--- config.mk ---
export PLATFORM = sky130hd
export DESIGN_NAME = iterative_div_unit
export DESIGN_NICKNAME = d
export VERILOG_FILES = /design/src/rtl/iterative_div_unit.sv
export SDC_FILE = /design/constraint.sdc
export NUM_CORES = 1
export LEC_CHECK = 0
export BUFFER_PORTS_ARGS = -buffer_cell sky130_fd_sc_hd__clkbuf_2
export CAP_MARGIN = 20
export CORE_MARGIN = 2
export CORE_UTILIZATION = 24
export DETAILED_ROUTE_END_ITERATION = 7
export SLEW_MARGIN = 30
export SYNTH_ARGS = -nofsm -noshare
export SYNTH_HDL_FRONTEND = slang
export SYNTH_SLANG_ARGS = --single-unit
--- constraint.sdc ---
create_clock -name clk -period 4.8 [get_ports clk]
set_input_delay 0.24 -clock clk [delete_from_list [all_inputs] [get_ports clk]]
set_output_delay 0.24 -clock clk [all_outputs]
set_load 0.02 [all_outputs]
--- src/rtl/iterative_div_unit.sv ---
// -----------------------------------------------------------------------------
// iterative_div_unit
//
// Multi-cycle RV32M divider covering DIV, DIVU, REM and REMU. It sits after
// the register-file read ports and returns a single write-back beat on the
// register-file write port. The datapath is a restoring divider that makes
// one quotient bit per cycle. Control uses a start/busy/done handshake.
//
// Ports
//   clk                  in   rising-edge clock
//   rst                  in   asynchronous, active-low reset
//   start                in   operation request, sampled only in IDLE
//   kill                 in   synchronous abort (pipeline flush), wins over start
//   div_op               in   00 DIV, 01 DIVU, 10 REM, 11 REMU
//   dividend             in   rs1 value
//   divisor              in   rs2 value
//   rd_in                in   destination register index
//   busy                 out  high while the unit is in CALC or DONE
//   done                 out  one-cycle result-valid pulse (masked by kill)
//   rd_address           out  rd_in latched at start
//   register_write_en    out  done && rd_address != 0
//   register_write_data  out  result, valid while done is high
// -----------------------------------------------------------------------------
module iterative_div_unit #(
  parameter int DATA_WIDTH = 32,
  parameter int CNT_W      = 6
) (
  input  logic                  clk,
  input  logic                  rst,
  input  logic                  start,
  input  logic                  kill,
  input  logic [1:0]            div_op,
  input  logic [DATA_WIDTH-1:0] dividend,
  input  logic [DATA_WIDTH-1:0] divisor,
  input  logic [4:0]            rd_in,
  output logic                  busy,
  output logic                  done,
  output logic [4:0]            rd_address,
  output logic                  register_write_en,
  output logic [DATA_WIDTH-1:0] register_write_data
);

  localparam int W = DATA_WIDTH;
  localparam logic [W-1:0]     INT_MIN  = {1'b1, {(W-1){1'b0}}};
  localparam logic [CNT_W-1:0] LAST_CNT = CNT_W'(W - 1);

  typedef enum logic [1:0] {
    S_IDLE,
    S_CALC,
    S_DONE
  } state_e;

  state_e           state_q, state_d;
  logic             is_rem_q, is_rem_d;       // select remainder as the result
  logic             neg_quot_q, neg_quot_d;   // negate quotient at the end
  logic             neg_rem_q, neg_rem_d;     // negate remainder at the end
  logic [4:0]       rd_q, rd_d;
  logic [W-1:0]     dvsr_q, dvsr_d;           // |divisor|
  logic [W-1:0]     quot_q, quot_d;           // |dividend| shifting out, quotient shifting in
  logic [W-1:0]     rem_q, rem_d;             // partial remainder
  logic [CNT_W-1:0] cnt_q, cnt_d;
  logic [W-1:0]     result_q, result_d;

  // ---------------------------------------------------------------------------
  // One restoring step. The partial remainder takes the next dividend bit.
  // The unit then trial-subtracts |divisor| at W+1 bits, so the top bit that
  // was shifted in still takes part in the compare.
  // ---------------------------------------------------------------------------
  logic [W:0]   rem_shift;
  logic [W:0]   trial;
  logic         fits;
  logic [W-1:0] rem_step;
  logic [W-1:0] quot_step;
  logic [W-1:0] quot_fin;
  logic [W-1:0] rem_fin;
  logic         unused_trial_msb;

  assign rem_shift = {rem_q, quot_q[W-1]};
  assign fits      = (rem_shift >= {1'b0, dvsr_q});
  assign trial     = rem_shift - {1'b0, dvsr_q};
  // When the subtract fits, the difference is below |divisor|. When it does
  // not fit, rem_shift is below |divisor|. In both cases the value fits in
  // W bits.
  assign rem_step  = fits ? trial[W-1:0] : rem_shift[W-1:0];
  assign quot_step = {quot_q[W-2:0], fits};
  assign quot_fin  = neg_quot_q ? (~quot_step + 1'b1) : quot_step;
  assign rem_fin   = neg_rem_q  ? (~rem_step  + 1'b1) : rem_step;

  // The top bits are dropped on purpose. The bound above shows they are zero
  // whenever they would be kept.
  assign unused_trial_msb = ^{trial[W], rem_shift[W]};

  // Operand preparation for the start cycle. The signed ops divide magnitudes.
  // The most negative value maps to itself, and read as unsigned that is the
  // correct magnitude.
  logic         op_signed;
  logic         a_neg, b_neg;
  logic [W-1:0] a_mag, b_mag;
  logic         div_zero, sgn_ovf;

  assign op_signed = ~div_op[0];
  assign a_neg     = op_signed & dividend[W-1];
  assign b_neg     = op_signed & divisor[W-1];
  assign a_mag     = a_neg ? (~dividend + 1'b1) : dividend;
  assign b_mag     = b_neg ? (~divisor  + 1'b1) : divisor;
  assign div_zero  = (divisor == '0);
  assign sgn_ovf   = op_signed && (dividend == INT_MIN) && (divisor == '1);

  // ---------------------------------------------------------------------------
  // Next-state and datapath control
  // ---------------------------------------------------------------------------
  always_comb begin
    // NOTE: each _d signal gets a hold default first. Then no path through
    // this block leaves a signal unassigned, and no latch is inferred.
    state_d    = state_q;
    is_rem_d   = is_rem_q;
    neg_quot_d = neg_quot_q;
    neg_rem_d  = neg_rem_q;
    rd_d       = rd_q;
    dvsr_d     = dvsr_q;
    quot_d     = quot_q;
    rem_d      = rem_q;
    cnt_d      = cnt_q;
    result_d   = result_q;

    unique case (state_q)
      S_IDLE: begin
        if (start) begin
          is_rem_d   = div_op[1];
          neg_quot_d = a_neg ^ b_neg;
          neg_rem_d  = a_neg;
          rd_d       = rd_in;
          if (div_zero) begin
            // RISC-V: quotient is all ones, remainder is the raw dividend.
            result_d = div_op[1] ? dividend : '1;
            state_d  = S_DONE;
          end else if (sgn_ovf) begin
            // RISC-V: quotient is INT_MIN, remainder is zero.
            result_d = div_op[1] ? '0 : INT_MIN;
            state_d  = S_DONE;
          end else begin
            dvsr_d  = b_mag;
            quot_d  = a_mag;
            rem_d   = '0;
            cnt_d   = '0;
            state_d = S_CALC;
          end
        end
      end

      S_CALC: begin
        quot_d = quot_step;
        rem_d  = rem_step;
        if (cnt_q == LAST_CNT) begin
          result_d = is_rem_q ? rem_fin : quot_fin;
          state_d  = S_DONE;
        end else begin
          cnt_d = cnt_q + 1'b1;
        end
      end

      S_DONE: begin
        // The result cannot stall, so the unit always returns to IDLE.
        state_d = S_IDLE;
      end

      default: state_d = S_IDLE;
    endcase

    // A flush overrides everything, including a start in this cycle.
    if (kill) begin
      state_d = S_IDLE;
    end
  end

  // ---------------------------------------------------------------------------
  // State registers
  // ---------------------------------------------------------------------------
  always_ff @(posedge clk or negedge rst) begin
    if (!rst) begin
      state_q    <= S_IDLE;
      is_rem_q   <= 1'b0;
      neg_quot_q <= 1'b0;
      neg_rem_q  <= 1'b0;
      rd_q       <= '0;
      dvsr_q     <= '0;
      quot_q     <= '0;
      rem_q      <= '0;
      cnt_q      <= '0;
      result_q   <= '0;
    end else begin
      // NOTE: non-blocking assignments, so every register reads values from
      // before the edge no matter how the statements are ordered.
      state_q    <= state_d;
      is_rem_q   <= is_rem_d;
      neg_quot_q <= neg_quot_d;
      neg_rem_q  <= neg_rem_d;
      rd_q       <= rd_d;
      dvsr_q     <= dvsr_d;
      quot_q     <= quot_d;
      rem_q      <= rem_d;
      cnt_q      <= cnt_d;
      result_q   <= result_d;
    end
  end

  // ---------------------------------------------------------------------------
  // Outputs. A kill in the DONE cycle hides that cycle's result.
  // ---------------------------------------------------------------------------
  assign busy                = (state_q != S_IDLE);
  assign done                = (state_q == S_DONE) && !kill;
  assign rd_address          = rd_q;
  assign register_write_en   = done && (rd_q != 5'd0);
  assign register_write_data = result_q;

endmodule

# [Word level (Yosys, flattened, before mapping)]
# Index checks and enable logic that the tools add are counted.
# W data, S select, Z words.
[totals] ff_bits=144 inputBits=75 output_inout_bits=40 word_cells=88
[classes] n_addsub=6 order_cmp=1 eq_ne=13 mux=32 n_bitwise=10 n_reduce_logical=16
[ops] cell="$mux W32" n=18
[ops] cell="$pmux W32 S2" n=3
[ops] cell="$add A32 B1 Y32 const B" n=4
[ops] cell="$not A32 Y32" n=4
[ops] cell="$eq A32 B32 Y1 const B" n=2
[ops] cell="$ge A33 B32 Y1" n=1
[ops] cell="$logic_not A32 Y1" n=1
[ops] cell="$sub A32 B32 Y32" n=1
[ops] cell="$mux W6" n=4
[ops] cell="$pmux W6 S2" n=1
[ops] cell="$reduce_and A4 Y1" n=3
[ops] cell="$mux W2" n=5
[ops] cell="$ne A2 B2 Y1 const B" n=5
[ops] cell="$ne A3 B3 Y1 const B" n=3
[ops] cell="$add A6 B1 Y6 const B" n=1
[ops] cell="$eq A6 B5 Y1 const B" n=1
[ops] cell="$reduce_and A5 Y1" n=1
[ops] cell="$reduce_bool A5 Y1" n=1
[ops] cell="$logic_and A1 B1 Y1" n=4
[ops] cell="$pmux W2 S2" n=1
[ops] cell="$reduce_and A2 Y1" n=2
[ops] cell="$reduce_bool A2 Y1" n=2
[ops] cell="$not A1 Y1" n=3
[ops] cell="$and A1 B1 Y1" n=2
[ops] cell="other kinds (5)" n=5

# [Logic depth before layout (Yosys ltp)]
# Gate-level depths: netlist of the first run.
[logic_depth] ltp_word=8 mapped_depth=23 mapped_depth_nobuf=18

# [Least setup slack after synthesis of the first run]
# No wires, ideal clock.
[synth_timing] kind="register -> register" startpoint="reg rem_q[7]" endpoint="reg result_q[28], in the netlist register_write_data[28]" setup_ns=0.127 t_arrival_ns=4.460 required_time_ns=4.673 setup_slack_ns=0.213 path_stages_with_launch=21 n_path_buf=4 synth_period_minus_slack_ns=4.587 cell_sequence="dfrtp_1 > ha_1 > buf_6 > a21oi_1 > a2bb2oi_2 > o221ai_2 > o211ai_4 > nand2_4 > buf_6 > inv_1 > clkbuf_1 > buf_1 > ha_1 > nand2_1 > or3_4 > or3_4 > o31ai_2 > xor2_1 > nor3_1 > a311oi_1 > o22ai_1"
[synth_between] elab_chain_cells=8 word_cells_on_any_way=12 cone_classes="add/sub: 3; order compare: 1; mux: 6; bitwise: 2"
[synth_rtl] element="start, declared" line="60" text="logic [W-1:0] rem_q, rem_d;"
[synth_rtl] element="start signal, assigned" line="201" text="rem_q <= rem_d;"
[synth_rtl] element="$sub A32 B32 Y32 / $ge A33 B32 Y1 (equally long branches)" line="80, 79"
[synth_rtl] element="$mux W32" line="84" text="assign rem_step = fits ? trial[W-1:0] : rem_shift[W-1:0];"
[synth_rtl] element="$not A32 Y32" line="87" text="assign rem_fin = neg_rem_q ? (~rem_step + 1'b1) : rem_step;"
[synth_rtl] element="$add A32 B1 Y32" line="87"
[synth_rtl] element="$mux W32" line="87"
[synth_rtl] element="$mux W32 (*)" line="155" text="result_d = is_rem_q ? rem_fin : quot_fin;"
[synth_rtl] element="$mux W32 (*)" line="154" text="if (cnt_q == LAST_CNT) begin"
[synth_rtl] element="$pmux W32 S2 (*)" line="126" text="unique case (state_q)"
[synth_rtl] element="end signal, assigned" line="203" text="result_q <= result_d;"
[synth_rtl] element="end, declared" line="62" text="logic [W-1:0] result_q, result_d;"
# Every way passes the cells marked *; elsewhere a longest branch is shown, timed or not. The select of a mux whose other input is x is not followed.
# A chain may end at the register's enable or synchronous reset.

# [Worst setup path after layout of the first run]
[layout_timing] startpoint="reg rem_q[6]" endpoint="reg result_q[26], in the netlist register_write_data[26]"
# The elaborated chain is that of the path after synthesis.

==> results.ini, run 1 <==
[outcome]
status=finished clean

[clock_tree]
clockBufferDepth=2
cts_buffers=17
cts.sinks=144
postCtsSetupRepairBufs=0
h-tree-depth=4
clk_latency_ns=0.46
cts_tree=done
root_buffer=clkbuf_16
clk_pin_slew_ns=0.07

[critical_path]
worstSetupPathType=reg2reg
reg2regPathDepth=17
required_ns=5.17
timing.rr.start=rem_q[6]
cp-end-kind=register
arrival_ns=4.87
ff2ff_setup_slack_ns=0.30
reg2reg_to=register_write_data[26]
critPathMaxFanout=51
worst_setup_path_start_kind=register

[routing]
first_iter_violations=985
vias_per_cell=5.21
post_drt_wl_per_cell_um=18.3
wirelength_um=42500
route.vias.total=12068
antenna_left=0
drc=0
drtPass1Iterations=5

[timing]
relSlewSlack=0.415
fin_setup_tns_ns=0
hold_viol_final=0
fmax_mhz=222
setup_viol_count_final=0
rsz0062_at_grt=false
maxSlewViolCount=0
finalClockSkew_ns=0.0204
worst_slack_ns=0.304
fin_crit_ns=4.50
post-route-period-util=0.937
tightest_slew_ns=0.875

[synthesis]
ys_seq_area_frac=0.299
syn_inst=1548
ys_top_cells_by_area=dfrtp_1 (30%), o21ai_0 (7.5%), nand2_1 (6.0%), a21oi_1 (4.9%), xor2_1 (4.7%)
synth_cell_types=83
syn_nets=1662
synth_top_area_cell=dfrtp_1
synth_warnings=0
synth-seq-cells=144
async_flop_share=1.00
netlist.area_leader.share=0.299
synth_flop_cell=dfrtp_1
syn-cell-area_sq_mm=0.0120
synth_edf_count=0
syn_avg_cell_area_sq_um=7.78

[worst_hold_path]
hold_path_depth=2
hp-start=rd_in[1]
min_path_type=in2reg
min_to=rd_address[1]

[floorplan]
fp.dieArea_sq_mm=0.0520
initial_utilization=0.242
die_width_um=228
core.rowCount=82
core_sq_mm=0.0499
io_pins=115
dieHeight_um=228

[run]
cap_violations=0

[final_layout]
instances_no_fill=2316
seq_area_sq_mm=0.00361
multiInputGateArea_sq_mm=0.00790
final.fill_count=5488
num_antenna_cells=0
layout-drive-gt1-share=0.154
finalNetCount=1745
area_growth_pct=16.7
final_common_cell=nand2_1
layout_common_cells=nand2_1 (193), o21ai_0 (180), dfrtp_1 (141)
final_util=0.282

[power]
irDropWorstVdd_v=0.000404
p_clk_frac=0.135
power.share.combinational=0.667
p_sw_mw=5.34
p_int_mw=4.98
power_density_mw_per_mm2=734
power_switching_share=0.518
total_power_mw=10.3
pwr-share-seq=0.198
p_leak_nw=5.95

[global_routing]
grt_antenna_before_repair=1
grt_max_degree=67
grt_pass1_vias=11755
grt_overflow=0
grtUsageTotal=0.162
grt_pass1_wl_um=66700

[placement]
routabilityCongestion=0.924
post-dp-hpwl_um=32700
numPlacedInstances=2282
io_buffers=114
dpl_worst_slack_ns=0.240

==> registers in the layout (all words and copies together) (netlist names) <==
| register | flops |
|---|---|
| is_rem_q | 1 |
| rd_address | 5 |
| cnt_q | 6 |
| neg_quot_q | 1 |
| state_q | 2 |
| neg_rem_q | 1 |
| dvsr_q | 32 |
| quot_q | 32 |
| rem_q | 32 |
| register_write_data | 32 |
==> synth_stat cells (all sizes together) (4+ instances only) <==
master / n
xor2: 65
nor3: 44
nand2b: 15
nand4: 23
or2: 6
a21o: 22
o21ai: 186
nor4: 12
o211ai: 19
o31ai: 29
o21a: 12
o41ai: 12
mux2i: 19
nand3: 17
o211a: 12
clkbuf: 63
o22ai: 11
and2: 8
and3: 14
inv: 58
a211o: 4
or3: 24
buf: 27
or4: 15
ha: 38
a21oi: 119
nand3b: 4
dfrtp: 144
nor2: 137
a22o: 6
nand2: 197
o21bai: 7
nor2b: 8
a31oi: 35
xnor2: 64
o31a: 4
mux2: 13
a211oi: 16
==> stage by stage <==
step / hold slack, ns / instance area, sq um
after floorplan: -0.0556 / 12000
after global placement: 0.292 / 13400
after detailed placement: 0.300 / 13400
after CTS: 0.00441 / 14000
after global routing: 0.00989 / 14100
final: 0.0193 / 14100
==> critical path: stages, from the launching register on <==
cell and delay (ns):
dfrtp_1 0.45, ha_1 0.48, nand4_1 0.21, nor4_2 0.40
a31oi_1 0.18, o211a_2 0.35, nand2_4 0.10, buf_12 0.27
nand2_1 0.08, o21ai_0 0.13, ha_1 0.21, inv_1 0.07
a21oi_2 0.12, nand4b_1 0.22, or3_4 0.45, nor3_1 0.18
mux2_2 0.36, o21ai_1 0.14
==> layout make-up <==
cell class | instances | share of cell area
Timing Repair Buffer | 154 | 0.0645
Tap cell | 672 | 0.0598
Multi-Input combinational cell | 1256 | 0.561
Inverter | 58 | 0.0155
Sequential cell | 144 | 0.257
Clock buffer | 17 | 0.0303
Clock inverter | 15 | 0.0119
==> kinds of logic after synthesis <==
kind of cell / share of synthesized area
and+or+nand+nor: 0.212
AOI/OAI and AO/OA: 0.275
buffers and inverters: 0.0502
DFF: 0.299
xor gates and xnor gates: 0.0938
adders and majority gates: 0.0411
muxes: 0.0286
==> how the worst max path moves through the flow <==
stage | from | end | slack (ns)
after global placement | rem_q[11] | register_write_data[26] | 0.38
after CTS | rem_q[6] | register_write_data[26] | 0.23
final | rem_q[6] | register_write_data[26] | 0.30
after detailed placement | rem_q[11] | register_write_data[26] | 0.24
after global routing | rem_q[6] | register_write_data[26] | 0.02
after floorplan | rem_q[7] | register_write_data[28] | 0.21
==> power groups by stage <==
stage                     combinational (mW)  clock [mW]  sequential [mW]
after floorplan                         4.80           0             2.01
after global placement                  6.69           0             2.04
after detailed placement                6.73           0             2.05
after CTS                               6.76        1.41             2.03
after global routing                    7.52        1.46             2.09
final                                   6.89        1.39             2.04
==> timing repair <==
action,in CTS,in global routing
resized for setup,0,8
setup endpoints to repair,0,6
hold buffers,2,0
hold endpoints to repair,66,0
==> layer usage <==
layer,vias up,part of all wire,track usage
li1,5757,-,-
met1,5826,0.42,0.199
met2,415,0.49,0.280
met3,68,0.048,0.0261
met4,2,0.037,0.0666
met5,-,0.00031,0
Power figures use the tool's default switching activity.
==> run 2, diff against run 1 <==
--- a/config.mk
+++ b/config.mk
@@ -5,6 +5,7 @@
 export SDC_FILE = /design/constraint.sdc
 export NUM_CORES = 1
 export LEC_CHECK = 0
+export ABC_AREA = 1
 export BUFFER_PORTS_ARGS = -buffer_cell sky130_fd_sc_hd__clkbuf_2
 export CAP_MARGIN = 20
 export CORE_MARGIN = 2
==> run 2 against run 1 <==
Against the previous run:
- via count grew 12%
- wire length grew 9.0%
- die area up 5.0%
- setup slack better by 0.47 ns
- global-route usage grew 0.97 points
- critical path type unchanged
- largest cell class unchanged
- highest routed layer is now met4
==> results.ini, run 2 <==
[synthesis]
async_flop_share=1.00
ys_seq_area_frac=0.285
synth_warnings=0
syn_inst=2032
syn_avg_cell_area_sq_um=6.23
synth_commonest_cells=nand2_1 (578), inv_1 (254), o21ai_0 (212)
netlist.area_leader.share=0.285
ys_top_cells_by_area=dfrtp_1 (28%), nand2_1 (17%), o21ai_0 (8.4%), inv_1 (7.5%), nor2_1 (5.7%)
synth_cell_types=54
synth_flop_cell=dfrtp_1
synth-seq-cells=144
yosysMostFrequentCell=nand2_1
syn_nets=2146
synth_edf_count=0
syn-cell-area_sq_mm=0.0127
synth_top_area_cell=dfrtp_1

[critical_path]
ff2ff_setup_slack_ns=0.78
required_ns=5.15
cpPeakStageDelay_ns=0.46
path_cells=ha_1 > a21oi_1 > nand2_1 > nor2_4 > nand2_2 > nand2_2 > nand2_4 > inv_2 > ha_1 > nand2_1 > nor3_1 > nand4_1 > nand2_1 > o21ai_0 > inv_1 > o21ai_0 > o21ai_0 > nand2_1 > inv_1 > nand2_1 > nand2_1 > nand2_1
worst_setup_path_start_kind=register
slowest_stage=dfrtp_1
cp-end-kind=register
arrival_ns=4.37
cp-endpoint=register_write_data[26]
critPathMaxFanout=12
timing.rr.start=rem_q[15]
crit_start=rem_q[15]
worstSetupPathType=reg2reg
crit_top_cell=nand2_1
reg2reg_to=register_write_data[26]
reg2regPathDepth=22

[global_routing]
grt_pass1_vias=12732
grtUsageTotal=0.171
grt_max_degree=74
grt_overflow=0
grt_pass1_wl_um=72200
grt_antenna_before_repair=0

[placement]
post-dp-hpwl_um=36100
routabilityCongestion=0.949
numPlacedInstances=2785
io_buffers=114

[power]
p_leak_nw=7.21
p_sw_mw=4.78
power_density_mw_per_mm2=600
irDropWorstVdd_v=0.000342
power.share.combinational=0.626
p_clk_frac=0.163
pwr-share-seq=0.211
power_switching_share=0.543
p_int_mw=4.02

[floorplan]
dieHeight_um=234
io_pins=115
initial_utilization=0.242
core_sq_mm=0.0523
core.rowCount=84
fp.dieArea_sq_mm=0.0546
die_width_um=234

[clock_tree]
cts.sinks=144
cts_tree=done
root_buffer=clkbuf_16
clk_pin_slew_ns=0.07
h-tree-depth=4
clk_latency_ns=0.46
cts_resized=0
cts_buffers=17
clockBufferDepth=2

[timing]
maxSlewViolCount=0
fin_setup_tns_ns=0
post-route-period-util=0.838
setup_viol_count_final=0
hold_viol_final=0
rsz0062_at_grt=false
fmax_mhz=249
relSlewSlack=0.413
tightest_slew_ns=0.875
fin_crit_ns=4.02
finalClockSkew_ns=0.0138

[routing]
wirelength_um=46300
first_iter_violations=1087
drc=0
route.vias.total=13535
drtPass1Iterations=5
vias_per_cell=4.79
post_drt_wl_per_cell_um=16.4
antenna_left=0

[final_layout]
final_util=0.280
layout-drive-gt1-share=0.113
instances_no_fill=2824
final.fill_count=5965
area_growth_pct=15.8
final_common_cell=nand2_1
layout_common_cells=nand2_1 (577), inv_1 (253), o21ai_0 (212)
finalNetCount=2237
num_antenna_cells=0

[worst_hold_path]
min_path_type=in2reg

[run]
cap_violations=0

[outcome]
status=finished clean

## run 2: cell types whose count changed after synthesis, sizes merged, moves of 24 or more
cell,change
nor2,+72
xor2,-27
inv,+203
a31oi,-33
nand3,+126
or3,-24
o31ai,-25
nand2,+400
xnor2,-43
o21ai,+54
## run 2: area by class of cell
cell class	instances	area [sq um]	area share
multi-input combinational	1553	7770	0.530
sequential	144	3600	0.246
inverter	264	991	0.0676
tap	688	861	0.0587
timing repair buffer	143	825	0.0562
clock buffer	17	425	0.0290
clock inverter	15	186	0.0127
## run 2: power by group through the flow
stage / combinational, mW / sequential (mW) / clock (mW)
global placement: 5.46 / 1.87 / 0
finish: 5.51 / 1.85 / 1.43
CTS: 5.46 / 1.85 / 1.45
global route: 6.19 / 1.89 / 1.50
detailed placement: 5.43 / 1.87 / 0
floorplan: 3.84 / 1.89 / 0
## run 2: how the worst min path moves through the flow
stage                     from                       to  slack (ns)  depth (start not counted)
floorplan                  rst                 cnt_q[0]       -0.06                          0
global placement           rst  register_write_data[21]        0.30                          1
detailed placement         rst  register_write_data[21]        0.30                          1
CTS                 divisor[0]                dvsr_q[0]        0.09                          3
global route        divisor[0]                dvsr_q[0]        0.13                          3
finish              divisor[0]                dvsr_q[0]        0.09                          3
## run 2: logic make-up (layout without fill, tap and decap cells)
logic type | Yosys count | count (layout) | share of synthesized area
flip-flops | 144 | 144 | 0.285
buffers and inverters | 335 | 439 | 0.103
adder cells (fa/ha/maj) | 39 | 39 | 0.0391
AND/OR/NAND/NOR | 1050 | 1050 | 0.358
AO/OA/AOI/OAI | 405 | 405 | 0.175
XOR/XNOR | 59 | 59 | 0.0408
## run 2: worst max-delay path, delay by kind of cell (launching register included)
family | cells | cell delay [ns]
and+or+nand+nor | 13 | 1.78
adders and majority gates | 2 | 0.59
AOI/OAI and AO/OA | 4 | 0.70
buffers and inverters | 3 | 0.37
DFF | 1 | 0.46
## run 2: what timing repair did
item	in CTS	in global routing
buffers inserted	0	0
hold endpoints to repair	72	0
hold buffers	7	0
## run 2: per-stage QoR
stage,power (mW),hold WS (ns),setup WS (ns),instance area [sq um]
floorplan,5.74,-0.0556,1.48,12700
finish,8.80,0.0916,0.779,14700
detailed placement,7.30,0.300,0.792,14000
global route,9.59,0.127,0.355,14700
global placement,7.33,0.299,0.840,14000
CTS,8.77,0.0857,0.791,14700
## run 2: layer usage
| metal | GRT usage | part of all wire |
|---|---|---|
| met5 | 0 | 0 |
| met1 | 0.222 | 0.45 |
| met2 | 0.278 | 0.46 |
| met3 | 0.0289 | 0.050 |
| met4 | 0.0765 | 0.041 |
==> run 3, diff against run 2 <==
==> constraint.sdc (replaced) <==
create_clock -name clk -period 3.9 [get_ports clk]
set_input_delay 0.195 -clock clk [delete_from_list [all_inputs] [get_ports clk]]
set_output_delay 0.195 -clock clk [all_outputs]
set_load 0.02 [all_outputs]
==> run 3 against run 2 <==
Against the previous run:
- wire length grew 1.2%
- total power increased by 25%
- combinational power is 28% higher
- cell area is 1.8% higher
- final cell count up 0.89%
- clock skew fell by 0.0035 ns
- critical path type unchanged
- largest cell class unchanged
- highest routed layer unchanged
==> results.ini, run 3 (same netlist as run 2, synthesis figures left out) <==
[timing]
hold_viol_final=0
fmax_mhz=277
finalClockSkew_ns=0.0103
post-route-period-util=0.924
tightest_slew_ns=0.751
maxSlewViolCount=0
fin_setup_tns_ns=0
rsz0062_at_grt=true
fin_crit_ns=3.60
relSlewSlack=0.499
setup_viol_count_final=0

[power]
p_leak_nw=7.37
power_density_mw_per_mm2=739
irDropWorstVdd_v=0.000384

[final_layout]
final.fill_count=5875
num_antenna_cells=0
layout-drive-gt1-share=0.130
layout_common_cells=nand2_1 (573), inv_1 (253), o21ai_0 (211)
final_common_cell=nand2_1
finalNetCount=2262
instances_no_fill=2849
area_growth_pct=17.9

[floorplan]
io_pins=115
dieHeight_um=234
core_sq_mm=0.0523
die_width_um=234
fp.dieArea_sq_mm=0.0546
initial_utilization=0.242
core.rowCount=84

[clock_tree]
clk_latency_ns=0.44
cts_buffers=17
clk_pin_slew_ns=0.07
h-tree-depth=4
postCtsSetupRepairBufs=0
cts.sinks=144
root_buffer=clkbuf_16
cts_tree=done
clockBufferDepth=2

[worst_hold_path]
hp-start=divisor[0]
min_to=dvsr_q[0]
hold_path_depth=3
min_path_type=in2reg

[placement]
post-dp-hpwl_um=37000
routabilityCongestion=0.962
numPlacedInstances=2810
io_buffers=114

[outcome]
status=finished clean

[global_routing]
grt_max_degree=58
grt_antenna_before_repair=0
grt_pass1_vias=13087
grtUsageTotal=0.173
grt_pass1_wl_um=73800
grt_overflow=0

[routing]
routed-wl-met3_um=2180
wirelength_um=46800
route.vias.total=13713
first_iter_violations=1026
post_drt_wl_per_cell_um=16.4
dr_wl_met2_um=21200
drc=0
drtPass1Iterations=6
antenna_left=0
wl_met1_um=21800
vias_per_cell=4.81
top_layer=met4

[critical_path]
worst_setup_path_start_kind=register
reg2regPathDepth=24
reg2reg_to=register_write_data[20]
required_ns=4.29
timing.rr.start=dvsr_q[26]
cp-end-kind=register
critPathMaxFanout=12
arrival_ns=3.99
ff2ff_setup_slack_ns=0.30
worstSetupPathType=reg2reg

[run]
cap_violations=0

==> run 3: worst max-delay path by stage <==
stage / start / endpoint / slack [ns] / cells past startpoint
floorplan: rem_q[23] / register_write_data[28] / 0.58 / 23
global placement: quot_q[31] / register_write_data[21] / 0.25 / 24
detailed placement: quot_q[31] / register_write_data[21] / 0.29 / 24
CTS: quot_q[31] / register_write_data[21] / 0.25 / 24
global route: quot_q[31] / register_write_data[21] / -0.003 / 24
finish: dvsr_q[26] / register_write_data[20] / 0.30 / 24
==> run 3: what timing repair did <==
action	in CTS	in global routing
gates resized for setup	0	17
hold buffers	7	0
endpoints found under the hold margin	44	0
endpoints found under the setup margin	0	17
==> run 3: per-layer routing <==
| layer | vias up | global-route usage |
|---|---|---|
| met5 | - | 0 |
| met4 | 0 | 0.0657 |
| met3 | 75 | 0.0194 |
| met2 | 397 | 0.277 |
| met1 | 6386 | 0.239 |
| li1 | 6855 | - |
==> run 3: where the power goes <==
part | internal [mW] | total (mW) | switching, mW
registers | 1.91 | 2.25 | 0.344
logic | 2.18 | 7.07 | 4.90
clock network | 0.864 | 1.71 | 0.843
==> run 3: metrics by stage <==
step / setup slack [ns] / total power, mW / cell area, sq um / utilization / hold slack (ns)
final: 0.296 / 11.0 / 14900 / 0.285 / 0.0663
after global routing: -0.00323 / 12.0 / 14900 / 0.285 / 0.106
after CTS: 0.255 / 10.9 / 14900 / 0.284 / 0.0674
after detailed placement: 0.288 / 9.18 / 14200 / 0.272 / 0.139
after global placement: 0.246 / 9.21 / 14200 / 0.271 / 0.392
after floorplan: 0.581 / 7.06 / 12700 / - / -0.101
==> run 3: final cells by class <==
type                    count  area (sq um)  area share
multi-input cells        1553          7810       0.523
repair buffers            168          1070      0.0719
clock buffers              17           425      0.0285
well taps                 688           861      0.0577
clock inverters            15           161      0.0108
inverters                 264           991      0.0664
flip-flops and latches    144          3600       0.241
==> run 3: worst max-delay path, stage by stage (launching register included) <==
cell and delay, ns:
dfrtp_1 0.39, inv_1 0.19, ha_1 0.32, nand2_1 0.12, inv_1 0.07, nand2_1 0.12, nor2_1 0.06, nand2_1 0.08
nand3_2 0.09, nor2_4 0.12, nand2_4 0.11, buf_4 0.22, o21ai_4 0.14, ha_1 0.21, nand2_1 0.10, nor2_4 0.13
nand2_2 0.10, nor2_2 0.17, nand3_2 0.12, nand2_2 0.13, o21ai_0 0.09, o21ai_1 0.19, buf_4 0.15, nand2_1 0.05
nand2_1 0.05
